===== src/rtl/switch_box_config_loader.sv =====
// Switch-box configuration loader: assembles CHUNK-bit pieces into a shadow frame and
// commits the whole frame to c in one cycle. Optional readback port under CFG_READBACK_EN.
module switch_box_config_loader #(
  parameter int unsigned WS     = 8,
  parameter int unsigned WD     = 8,
  parameter int unsigned CHUNK  = 8,
  localparam int unsigned CW     = (WS + WD / 2) * 6,
  localparam int unsigned NCHUNK = (CW + CHUNK - 1) / CHUNK,
  localparam int unsigned CNTW   = (NCHUNK > 1) ? $clog2(NCHUNK) : 1
) (
  input  logic             clk,
  input  logic             rst,
  input  logic             cfg_start,
  input  logic             cfg_valid,
  input  logic [CHUNK-1:0] cfg_data,
`ifdef CFG_READBACK_EN
  input  logic [CNTW-1:0]  rb_idx,
  output logic [CHUNK-1:0] rb_data,
`endif
  output logic             cfg_ready,
  output logic             cfg_busy,
  output logic             cfg_done,
  output logic [CW-1:0]    c
);

  typedef enum logic [1:0] {StIdle, StLoad, StCommit} state_e;

  localparam logic [CW-1:0] ChunkMask = CW'({CHUNK{1'b1}});

  state_e          state;
  logic [CNTW-1:0] cnt;
  logic [CW-1:0]   shadow;
  logic [CW-1:0]   wr_mask;
  logic [CW-1:0]   wr_data;
  logic            accept;

  // Shifting into a CW-wide vector drops chunk bits that fall past the frame end.
  always_comb begin
    wr_mask = ChunkMask << (32'(cnt) * CHUNK);
    wr_data = CW'(cfg_data) << (32'(cnt) * CHUNK);
    accept  = cfg_valid && cfg_ready;
  end

  always_ff @(posedge clk or posedge rst) begin
    if (rst) begin
      state     <= StIdle;
      cnt       <= '0;
      shadow    <= '0;
      c         <= '0;
      cfg_ready <= 1'b0;
      cfg_busy  <= 1'b0;
      cfg_done  <= 1'b0;
    end else begin
      cfg_done <= 1'b0;
      unique case (state)
        StIdle: begin
          if (cfg_start) begin
            state     <= StLoad;
            cnt       <= '0;
            cfg_ready <= 1'b1;
            cfg_busy  <= 1'b1;
          end
        end
        StLoad: begin
          // A restart takes priority over a chunk presented in the same cycle.
          if (cfg_start) begin
            cnt <= '0;
          end else if (accept) begin
            shadow <= (shadow & ~wr_mask) | wr_data;
            if (cnt == CNTW'(NCHUNK - 1)) begin
              state     <= StCommit;
              cnt       <= '0;
              cfg_ready <= 1'b0;
            end else begin
              cnt <= cnt + 1'b1;
            end
          end
        end
        StCommit: begin
          c        <= shadow;
          cfg_done <= 1'b1;
          cfg_busy <= 1'b0;
          state    <= StIdle;
        end
        default: begin
          state     <= StIdle;
          cfg_ready <= 1'b0;
          cfg_busy  <= 1'b0;
        end
      endcase
    end
  end

`ifdef CFG_READBACK_EN
  always_ff @(posedge clk or posedge rst) begin
    if (rst) begin
      rb_data <= '0;
    end else if (32'(rb_idx) >= NCHUNK) begin
      rb_data <= '0;
    end else begin
      rb_data <= CHUNK'(c >> (32'(rb_idx) * CHUNK));
    end
  end
`endif

endmodule


===== config.mk =====
export PLATFORM = sky130hd
export DESIGN_NAME = switch_box_config_loader
export DESIGN_NICKNAME = d
export VERILOG_FILES = /design/src/rtl/switch_box_config_loader.sv
export SDC_FILE = /design/constraint.sdc
export NUM_CORES = 1
export LEC_CHECK = 0
export CELL_PAD_IN_SITES_DETAIL_PLACEMENT = 1
export CELL_PAD_IN_SITES_GLOBAL_PLACEMENT = 1
export CORE_UTILIZATION = 40
export CTS_BUF_LIST = sky130_fd_sc_hd__clkbuf_16
export CTS_CLUSTER_SIZE = 30
export DETAILED_ROUTE_END_ITERATION = 10
export GPL_TIMING_DRIVEN = 0
export PLACE_DENSITY = 0.71
export SYNTH_ARGS = -nofsm -noshare
export SYNTH_HDL_FRONTEND = slang
export SYNTH_SLANG_ARGS = --single-unit
export TNS_END_PERCENT = 30

===== constraint.sdc =====
create_clock -name clk -period 7.9 [get_ports clk]
set_input_delay 1.185 -clock clk [delete_from_list [all_inputs] [get_ports clk]]
set_output_delay 1.185 -clock clk [all_outputs]
set_load 0.005 [all_outputs]

==> results.md, run 1 <==
- Status: finished, final reports clean
- Worst hold path class: flop to flop
- DRT iter0 DRCs: 213
- Final setup violation count: 0
- Pre-CTS setup slack: 4.60 ns
- Cell area after synthesis: 5880 sq um
- Main combinational cell family by area after synthesis: multiplexers
- Largest net degree at the start of global routing: 81
- Max-cap violations: 0
- CP Data Required Time: 8.21 ns
- Peak VDD IR: 0.137 mV
- Top-area cell type share of the netlist area: 0.651
- Ranking of synthesized cells by area: dfrtp_1, mux2_2, a22o_1, a32o_1, ha_1
- Post-synthesis simple-gate area fraction: 0.0527
- Remaining DRCs: 0
- Die Wd: 123 um
- Synthesized net count: 409
- Clock H-tree levels: 4
- Final ANT Viol Nets: 0
- P per Cell Area: 246 nW/um^2
- Final worst slack: 4.95 ns
- Seq pwr share: 0.484
- Maximum clock path buffer count: 2
- Max Clock Skew: 0.00605 ns
- FF+latch count, synth: 153
- Worst setup SP type: input port
- PortBufs: 78
- Async S/R FF share, synth: 1.00
- Global-route wire length before repair: 22300 um
- Initial Utilization: 0.417
- Share of cells above drive strength 1: 0.222
- Ys flop type: dfrtp_1
- Hold-fix buffers at CTS: 0
- DR WL met3: 618 um
- DIE HEIGHT: 123 um
- Sw Share: 0.224
- P_sw: 0.413 mW
- Vias in the first global route: 4004
- Num CTS Buffers: 17
- Clock sinks: 153
- Complex-gate fraction of the synthesized area: 0.123
- Gr ovfl total: 0
- Mux share of post-synthesis cell area: 0.138
- Cells after synthesis: 391
- Static leakage: 3.58 nW
- Core area: 14100 sq um
- Syn Area/Cell: 15.0 sq um
- Vias per cell: 5.43
- Least-Margin Pin Slew: 0.823 ns
- Placed Cells: 650
- XOR/XNOR Fraction of Synth Area: 0
- Yosys top cell by area: dfrtp_1
- Wire length on met2: 6630 um
- CTS resizes: 0
- Worst skew pair latency: 0.42 ns
- Wire per inst: 20.4 um
- Final Critical Period: 2.95 ns
- DP HPWL: 9100 um
- M1 WL: 6460 um
- Synth Warn #: 0
- Crit share post-route: 0.374
- Combinational power share: 0.070
- Slew headroom: 0.451
- Root Driver: clkbuf_16
- Critical Path Sink Type: flop
- Total Power: 1.85 mW
- Unrepaired setup endpoints after global routing: false
- TritonRoute pass-1 iters: 4
- Final Max Tran Viols: 0
- CTS tree: yes
- Pint: 1.43 mW
- Overall global routing resource usage: 0.203
- Post-synthesis adder-cell area fraction: 0.0128
- Total Nets Final: 507
- ANT cells: 0
- Max Used Layer: met4
- Synthesis-to-layout area growth: 27.7%
- Fin. Hold Viols: 0
- Clock power frac: 0.446
- Sequential area share after synthesis: 0.651
- Post-CTS setup buffer count: 0
- Fin cells: 681
- F_max: 339 MHz
- Drt total wl: 13900 um
- Final hold slack: 0.498 ns
- Row cnt: 43
- Library cells used by synthesis: 40
- Initial antenna violation count: 0
- Register clock-pin slew on the reported worst setup and hold paths: 0.06 ns
- Vias: 3697
- CP arrival: 3.26 ns
- Setup TNS: 0 ns
- Routability cong.: 0.788
- EDFF count, synth: 0
- Die ar.: 15200 sq um
- I/O pins: 87
- Kind of critical path: input port to flop
- Critical Path Fanout Max: 10
[routing by layer]
| layer | vias to the layer above | global-route usage |
|---|---|---|
| met5 | - | 0 |
| met4 | 0 | 0.0738 |
| met3 | 17 | 0.0554 |
| met2 | 85 | 0.308 |
| met1 | 1948 | 0.278 |
| li1 | 1647 | - |
[flip-flops by register name, indices dropped and copies added (netlist names)]
name       flops
cnt            4
cfg_busy       1
state          2
cfg_ready      1
shadow        72
c             72
cfg_done       1
[power by group through the flow]
stage	combinational, mW	clock, mW	sequential [mW]
2_1_floorplan	0.0976	0	0.890
3_3_place_gp	0.121	0	0.904
3_5_place_dp	0.129	0	0.908
4_1_cts	0.131	0.836	0.894
5_1_grt	0.144	0.868	0.904
6_report	0.129	0.824	0.893
[layout make-up]
class / instances / area, sq um
fillers: 1374 / 6580
flip-flops and latches: 153 / 3830
multi-input cells: 205 / 1920
repair buffers: 79 / 808
clock buffers: 17 / 425
well taps: 180 / 225
clock inverters: 14 / 164
plain buffers: 24 / 103
inverters: 9 / 38.8
[synth_stat cells, drive strengths merged (2+ instances only)]
cell type,number
dfrtp,153
mux2,72
a22o,64
buf,13
clkbuf,11
nand3,10
inv,9
a32o,8
ha,6
nor3,6
o21ai,5
nor2,4
and3b,3
nand2,3
a21oi,2
nand2b,2
[worst paths after layout]
path	to	depth (start not counted)	slack [ns]	from
min in group asynchronous	c[36]	2	1.26	rst
max in group asynchronous	c[22]	3	5.84	rst
worst max register to register	shadow[19]	4	5.80	cfg_ready
worst min register to register	shadow[1]	1	0.50	shadow[1]
worst max-delay path	shadow[60]	5	4.95	cfg_start
worst min-delay path	shadow[1]	1	0.50	shadow[1]
[cells by family after synthesis]
group	Yosys count
AO/OA/AOI/OAI	84
adder cells (fa/ha/maj)	6
buffers and inverters	33
flip-flops	153
multiplexers	72
AND/OR/NAND/NOR	43
[per-stage QoR]
| step | util | area, sq um |
|---|---|---|
| after floorplan | - | 5880 |
| after CTS | 0.533 | 7510 |
| after detailed placement | 0.491 | 6920 |
| final | 0.533 | 7510 |
| after global routing | 0.533 | 7510 |
| after global placement | 0.489 | 6890 |
[cell usage in the layout (no fill, tap or decap), types with 2 or more instances in the layout]
master           instances
dfrtp_1                153
clkdlybuf4s50_1         78
mux2_2                  72
a22o_1                  64
clkbuf_16               17
clkbuf_1                11
nand3_1                 10
inv_1                   10
buf_1                    8
a32o_1                   8
ha_1                     6
clkinv_1                 6
nor3_2                   5
buf_2                    4
nor2_1                   4
bufinv_16                4
and3b_1                  3
nand2_1                  3
o21ai_0                  3
nand2b_1                 2
o21ai_2                  2
a21oi_1                  2
[worst max-delay path, stage by stage]
cell	delay, ns
clkdlybuf4s50_1	0.55
nor3b_1	0.49
buf_2	0.32
nand3_1	0.34
a22o_1	0.36
No activity file was read; power rests on OpenSTA's default activity.
==> inputs of run 2 (changes only) <==
--- a/config.mk
+++ b/config.mk
@@ -12,7 +12,7 @@
 export CTS_CLUSTER_SIZE = 30
 export DETAILED_ROUTE_END_ITERATION = 10
 export GPL_TIMING_DRIVEN = 0
-export PLACE_DENSITY = 0.71
+export PLACE_DENSITY = 0.74
 export SYNTH_ARGS = -nofsm -noshare
 export SYNTH_HDL_FRONTEND = slang
 export SYNTH_SLANG_ARGS = --single-unit
==> constraint.sdc (replaced) <==
create_clock -name clk -period 2.5 [get_ports clk]
set_input_delay 0.375 -clock clk [delete_from_list [all_inputs] [get_ports clk]]
set_output_delay 0.375 -clock clk [all_outputs]
set_load 0.005 [all_outputs]
==> run 2 against run 1 <==
Register-to-register slack worse by 5.5 ns. Largest power group unchanged. Clock power rose to 3.3 times the previous value. Flip-flop and latch count unchanged. Clock skew up 0.0018 ns. Die area unchanged. Hold slack worse by 0.064 ns. Largest cell class unchanged. Combinational power rose to 3.2 times the previous value. Cell area up 0.97%. Sequential power rose to 3.2 times the previous value. Highest routed layer unchanged.
==> results.md, run 2 (synthesis results as in run 1) <==
- Worst skew pair latency: 0.43 ns (about the same)
- Reg area: 3830 sq um (unchanged)
- Static leakage: 3.61 nW (+0.62%)
- DRT iter0 DRCs: 174 (-18%)
- Overall global routing resource usage: 0.208 (+0.00581)
- Critical Path Sink Type: flop
- CTS tree: yes
- CP Data Required Time: 2.81 ns (-5.40 ns)
- Hold-fix buffers at CTS: 0 (unchanged)
- Gr ovfl total: 0 (unchanged)
- Die ar.: 15200 sq um (unchanged)
- Num CTS Buffers: 17 (unchanged)
- Clock sinks: 153 (unchanged)
- DP HPWL: 9400 um (+3.2%)
- Die Wd: 123 um (unchanged)
- Most frequent cells in the layout: dfrtp_1, clkdlybuf4s50_1, mux2_2, a22o_1, clkbuf_16
- Wire per inst: 20.8 um (+1.8%)
- Worst hold path class: input port to async pin
- CP arrival: 2.49 ns (-0.77 ns)
- Synthesis-to-layout area growth: 28.9%
- Final Max Tran Viols: 0 (unchanged)
- Fin cells: 684 (+0.44%)
- Drt total wl: 14200 um (+2.3%)
- Critical Path Fanout Max: 10 (unchanged)
- Fin. Hold Viols: 0 (unchanged)
- Total Power: 6.01 mW (+230%)
- TritonRoute pass-1 iters: 4 (unchanged)
- CP max stage delay: 0.64 ns (+0.09 ns)
- Kind of critical path: flop to flop
- Crit. Startpoint: cfg_ready
- Reg2reg end: shadow[0]
- DIE HEIGHT: 123 um (unchanged)
- Post-CTS setup buffer count: 0 (unchanged)
- Share of cells above drive strength 1: 0.236 (+0.0146)
- Row cnt: 43 (unchanged)
- P per Cell Area: 792 nW/um^2 (+220%)
- Unrepaired setup endpoints after global routing: false
- ANT cells: 0 (unchanged)
- Largest regs: c (72), shadow (72), cnt (4)
- Global-route wire length before repair: 23000 um (+3.2%)
- Placed Cells: 652 (+0.31%)
- R2R depth: 4 (unchanged)
- Least-Margin Pin Slew: 0.779 ns (-0.0444 ns)
- Slew headroom: 0.481 (+0.0296)
- Register clock-pin slew on the reported worst setup and hold paths: 0.06 ns (about the same)
- Vias per cell: 5.46 (+0.56%)
- R2r startpoint: cfg_ready
- Commonest non-fill, non-tap cell in the layout: dfrtp_1
- Cells along the critical path: buf_2 > nor4bb_1 > nand3_1 > a32o_1
- R2R setup slack: 0.32 ns (-5.48 ns)
- CTS resizes: 0 (unchanged)
- Routability cong.: 0.831 (+5.5%)
- Slowest CP cell: nor4bb_1
- Largest net degree at the start of global routing: 46 (-43%)
- Multi-input gate area: 1920 sq um (unchanged)
- Vias: 3734 (+1.0%)
- Final Critical Period: 2.18 ns
- Maximum clock path buffer count: 2 (unchanged)
- Vias in the first global route: 4051 (+1.2%)
- Final setup violation count: 0 (unchanged)
- Max Clock Skew: 0.00782 ns (+0.00176 ns)
- Max-cap violations: 0 (unchanged)
- Worst setup SP type: flop
- Root Driver: clkbuf_16
- I/O pins: 87 (unchanged)
- F_max: 460 MHz
- Fill cells: 1383 (+0.66%)
- Total Nets Final: 509 (+0.39%)
- Peak VDD IR: 0.342 mV (+150%)
- Crit share post-route: 0.870
- Status: finished, final reports clean
- Remaining DRCs: 0 (unchanged)
- Core area: 14100 sq um (unchanged)
- Final ANT Viol Nets: 0 (unchanged)
- PortBufs: 78 (unchanged)
- Initial antenna violation count: 0 (unchanged)
- Clock H-tree levels: 4 (unchanged)
- Initial Utilization: 0.417 (unchanged)
==> run 2: cell count changes in the layout (fill, tap and decap cells not counted), moves of 2 or more <==
cell	delta
clkinv_1	-3
clkinvlp_4	+3
buf_12	+3
inv_1	-2
clkinv_2	+3
==> run 2: area by class of cell <==
cell class / instances / share of cell area
Clock buffer: 17 / 0.0561
Buffer: 24 / 0.0135
Tap cell: 180 / 0.0297
Clock inverter: 15 / 0.0271
Sequential cell: 153 / 0.505
Timing Repair Buffer: 81 / 0.111
Inverter: 9 / 0.00495
Multi-Input combinational cell: 205 / 0.253
==> run 2: layer usage <==
layer	wire [um]	vias up	part of all wire	global-route usage
met5	0	-	0	0
met3	716	22	0.050	0.0489
met1	6310	1956	0.44	0.284
met4	264	0	0.019	0.0828
met2	6930	100	0.49	0.322
li1	-	1656	-	-
==> run 2: report_power, final <==
part,switching (mW),internal (mW)
Combinational,0.210,0.207
Clock,1.01,1.75
Sequential,0.137,2.69
Total,1.35,4.65
==> run 2: stage by stage <==
stage	hold WS (ns)	setup slack (ns)	TNS, ns	area, sq um	util
2_1_floorplan	0.462	0.194	0	5890	-
3_3_place_gp	0.474	-0.975	-147.43	6890	0.489
3_5_place_dp	0.482	-0.0339	-0.202	6950	0.493
4_1_cts	0.451	0.348	0	7580	0.538
5_1_grt	0.495	0.148	0	7580	0.538
6_report	0.435	0.325	0	7580	0.538
==> run 2: worst max-delay path by stage <==
stage                     cells after the start    endpoint  slack [ns]
after floorplan                               1        c[0]        0.19
after global placement                        2        c[1]       -0.97
after detailed placement                      5  shadow[61]       -0.03
after CTS                                     4   shadow[0]        0.35
after global routing                          4  shadow[22]        0.15
final                                         4   shadow[0]        0.32
==> run 2: worst max-delay path, delay by kind of cell, from the launching register on <==
kind	cells	cell delay [ns]
AO/OA/AOI/OAI	1	0.34
flip-flops	1	0.40
AND/OR/NAND/NOR	2	1.07
buffers and inverters	1	0.24
